<file path="config.mk">
export PLATFORM = sky130hd
export DESIGN_NAME = word_feeder
export DESIGN_NICKNAME = d
export VERILOG_FILES = /design/src/rtl/word_feeder.sv
export SDC_FILE = /design/constraint.sdc
export NUM_CORES = 1
export LEC_CHECK = 0
export ABC_AREA = 1
export BUFFER_PORTS_ARGS = -buffer_cell sky130_fd_sc_hd__buf_2
export CELL_PAD_IN_SITES_DETAIL_PLACEMENT = 1
export CELL_PAD_IN_SITES_GLOBAL_PLACEMENT = 2
export CORE_ASPECT_RATIO = 0.6
export CORE_MARGIN = 3
export CORE_UTILIZATION = 40
export CTS_CLUSTER_DIAMETER = 100
export DETAILED_ROUTE_END_ITERATION = 6
export PLACE_DENSITY_LB_ADDON = 0.1
export SLEW_MARGIN = 15
export SYNTH_ARGS = -nofsm -noshare
export SYNTH_HDL_FRONTEND = slang
export SYNTH_SLANG_ARGS = --single-unit
</file>
<file path="constraint.sdc">
create_clock -name clk -period 3.1 [get_ports clk]
set_clock_uncertainty 0.15 [all_clocks]
set_input_delay 0.62 -clock clk [delete_from_list [all_inputs] [get_ports clk]]
set_output_delay 0.62 -clock clk [all_outputs]
set_load 0.05 [all_outputs]
</file>
<file path="src/rtl/word_feeder.sv">
// FIFO-buffered word source: loads words at any time, streams them on start with
// a valid/ready handshake and an optional idle gap after each accepted word.
//
// state  | meaning
// IDLE   | waiting for start
// STREAM | head word presented with data_valid, waiting for data_ready
// GAP    | idle cycles after an accepted word
// DONE   | one-cycle done pulse, then back to IDLE
module word_feeder #(
  parameter int WIDTH = 16,
  parameter int DEPTH = 16,
  parameter int GAP   = 0
) (
  input  logic                     clk,
  input  logic                     rst,
  input  logic                     wr_en,
  input  logic [WIDTH-1:0]         wr_data,
  output logic                     full,
  output logic                     overflow,
  output logic [$clog2(DEPTH):0]   level,
  input  logic                     start,
  output logic [WIDTH-1:0]         data,
  output logic                     data_valid,
  input  logic                     data_ready,
  output logic                     busy,
  output logic                     done
);

  localparam int AW = $clog2(DEPTH);
  localparam int GW = (GAP > 1) ? $clog2(GAP) : 1;
  localparam logic [GW-1:0] GAP_LOAD = GW'(GAP - 1);

  typedef enum logic [1:0] {S_IDLE, S_STREAM, S_GAP, S_DONE} state_t;

  state_t            state, state_nxt;
  logic [WIDTH-1:0]  mem [DEPTH];
  logic [AW-1:0]     wr_ptr, rd_ptr;
  logic [AW:0]       count;
  logic [WIDTH-1:0]  last_q;
  logic [GW-1:0]     gap_cnt;
  logic              push, pop, last_word;

  assign full      = (count == (AW+1)'(DEPTH));
  assign level     = count;
  assign push      = wr_en && !full;
  assign pop       = (state == S_STREAM) && data_ready;
  // a same-cycle push keeps the run alive even when the last buffered word leaves
  assign last_word = (count == (AW+1)'(1)) && !push;

  always_ff @(posedge clk) begin
    if (push) mem[wr_ptr] <= wr_data;
  end

  always_ff @(posedge clk) begin
    if (rst) begin
      wr_ptr   <= '0;
      rd_ptr   <= '0;
      count    <= '0;
      overflow <= 1'b0;
      last_q   <= '0;
      gap_cnt  <= '0;
      state    <= S_IDLE;
    end else begin
      if (push) wr_ptr <= wr_ptr + 1'b1;
      if (pop) begin
        rd_ptr <= rd_ptr + 1'b1;
        last_q <= mem[rd_ptr];
      end
      case ({push, pop})
        2'b10:   count <= count + 1'b1;
        2'b01:   count <= count - 1'b1;
        default: count <= count;
      endcase
      if (wr_en && full) overflow <= 1'b1;
      if (state != S_GAP) gap_cnt <= GAP_LOAD;
      else                gap_cnt <= gap_cnt - 1'b1;
      state <= state_nxt;
    end
  end

  always_comb begin
    state_nxt = state;
    case (state)
      S_IDLE: begin
        if (start) state_nxt = (count != '0) ? S_STREAM : S_DONE;
      end
      S_STREAM: begin
        if (pop) begin
          if (last_word)    state_nxt = S_DONE;
          else if (GAP > 0) state_nxt = S_GAP;
          else              state_nxt = S_STREAM;
        end
      end
      S_GAP: begin
        if (gap_cnt == '0) state_nxt = (count != '0 || push) ? S_STREAM : S_DONE;
      end
      S_DONE:  state_nxt = S_IDLE;
      default: state_nxt = S_IDLE;
    endcase
  end

  assign data_valid = (state == S_STREAM);
  assign data       = data_valid ? mem[rd_ptr] : last_q;
  assign busy       = (state == S_STREAM) || (state == S_GAP);
  assign done       = (state == S_DONE);

endmodule

</file>
==> qor.yml <==
place_hpwl_um: 21500
start_kind: "register"
start_util_pct: 41.6
finalCritPeriodShare_pct: 96.8
netlist.area_leader.share_pct: 60.3
grt_overflow: 0
p_leak_nw: 6.40
finalHoldViolations: 0
switching_power_mw: 3.49
clockRootBuffer: "clkbuf_16"
critPathMaxFanout: 14
layoutNonFillerInstCount: 1808
internal_power_mw: 7.25
fmax_mhz: 333
seq_area_frac_synth_pct: 66.1
core_mm2: 0.0307
routed_wl_um: 38400
area_growth_pct: 17.6
first_iter_violations: 647
grt_max_degree: 65
grt_pass1_wl_um: 56700
clockBufferDepth: 3
rsz0062_at_grt: "yes"
cp-end-kind: "output port"
firstDrtPassIters: 4
gp_congestion: 0.792
drv_cap: 0
n_antenna_cell: 0
worst_slack_ns: 0.0994
dp_slack_ns: 0.442
synth_area_leaders: "edfxtp_1 60%, nand2_1 15%, nand3_1 7.1%"
min_path_type: "in -> reg"
seqPwrFrac_pct: 42.0
syn_area_mm2: 0.0127
viasPerCell: 5.04
worst_slew_pin_slew_ns: 0.707
die_h_um: 144
portBuffers: 46
synth_commonest_cells: "494 x nand2_1, 256 x edfxtp_1, 181 x nand3_1, 167 x inv_1, 58 x nor2_1"
dp.cells: 1742
fp-row-count: 49
synth_flop_cell: "edfxtp_1"
cts_tree: "done"
h-tree-depth: 1
numCtsBuffers: 30
drive_gt1_share_pct: 12.9
synth_top_cell_by_area: "edfxtp_1"
wire_per_inst_um: 21.3
ir_drop_mv: 0.443
grt_pass1_vias: 9235
grtUsageTotal_pct: 22.2
die_area_mm2: 0.0341
crit_type: "reg -> out"
power_density_mw_per_mm2: 716
arrival_ns: 2.23
combPwrFrac_pct: 24.8
fin_nets: 1413
synth_cells: 1309
clock_power_share_pct: 33.2
insertion_delay_ns: 0.57
fin_setup_tns_ns: 0
ios: 47
slew_violations: 0
synth_edf_count: 256
yosys_register_bits: 293
clock_sinks: 293
worstPathRequired_ns: 2.33
ys_types: 28
ys_async_sr_fraction_pct: 0
ys_warn_count: 0
status: "finished, final reports clean"
num_vias: 9115
cts_hold_buffers: 0
syn_area_per_cell_um2: 9.74
route.detailed.drc: 0
antenna_left: 0
yosysMostFrequentCell: "nand2_1"
synthesis.nets: 1345
die_w_um: 236
setup_viol: 0
clk_pin_slew_ns: 0.06
period_needed_ns: 3.00
slew-limit-headroom_pct: 52.9
antenna_found_initial: 1
swShare_pct: 32.5
## sequential cells by signal, indices dropped and copies added (netlist names), named ones only
signal,count
mem,256
last_q,16
level,5
rd_ptr,4
wr_ptr,4
state,2
gap_cnt,1
overflow,1
## repair_timing
action                     4_1_cts  5_1_grt
resized for setup               17       45
buffers inserted                 1        5
setup endpoints to repair       16       16
cloned                           1        5
pin swaps                        0        1
## metal layers
layer / vias to the layer above / track usage (%) / wire, um
met5: - / 0 / 9
met4: 2 / 6.07 / 864
met3: 62 / 2.99 / 1480
met2: 168 / 35.6 / 17100
met1: 4520 / 31.9 / 19000
li1: 4363 / - / -
## power by group through the flow
stage	sequential [mW]	combinational [mW]	clock, mW
after global routing	4.52	2.95	3.78
after floorplan	4.60	1.64	0
after global placement	4.59	2.37	0
after CTS	4.51	2.48	3.64
final	4.51	2.66	3.56
after detailed placement	4.59	2.39	0
## critical path: stages (launching register included)
cell and delay [ns]:
dfxtp_4 0.45, buf_8 0.17, clkbuf_16 0.18, nand2_1 0.06, nand3_1 0.07, nand3_1 0.17, nand3_1 0.17, nand2_1 0.08
nand2_1 0.07, nand2_1 0.05, buf_4 0.18
## stage by stage
step / area [um^2] / power, mW / hold WS [ns] / util (%)
after detailed placement: 13700 / 6.98 / 0.284 / 44.6
after floorplan: 12700 / 6.24 / 0.262 / -
after global routing: 15000 / 11.2 / 0.192 / 48.9
after global placement: 13700 / 6.95 / 0.272 / 44.6
final: 15000 / 10.7 / 0.186 / 48.9
after CTS: 14700 / 10.6 / 0.154 / 48.0
## layout by cell type, fill, tap and decap left out, drive strengths merged
cell	instances
o21a	2
clkinvlp	3
bufinv	2
nand2	496
dfxtp	37
xor2	2
inv	172
a21oi	12
nand3	181
edfxtp	256
o22ai	2
buf	89
a211oi	2
and3	1
o21ai	3
o221ai	1
clkinv	15
a31oi	1
clkbuf	43
ha	15
nor2	58
nor3b	3
nor3	2
or2	1
nand4	1
## final cells by class
type | count | area, um^2
Tap cell | 408 | 510
Multi-Input combinational cell | 783 | 3480
Timing Repair Buffer | 96 | 945
Fill cell | 3415 | 15700
Inverter | 172 | 659
Clock inverter | 19 | 154
Timing Repair inverter | 1 | 8.76
Sequential cell | 293 | 8430
Clock buffer | 36 | 795
## worst paths after layout
kind | slack, ns | cells after the start | end | startpoint
worst min register to register | 0.30 | 1 | gap_cnt | gap_cnt
worst max-delay path | 0.1 | 10 | data[2] | register
worst min-delay path | 0.19 | 3 | overflow | wr_en
worst max register to register | 0.51 | 13 | level[2] | level[0]
## cells by family after synthesis
group	synth area share (%)
fa+ha+maj	1.47
buf+inv	7.32
flops	66.1
compound gates	1.04
xor+xnor	0.137
simple gates	23.9
No activity file was read; power rests on OpenSTA's default activity.
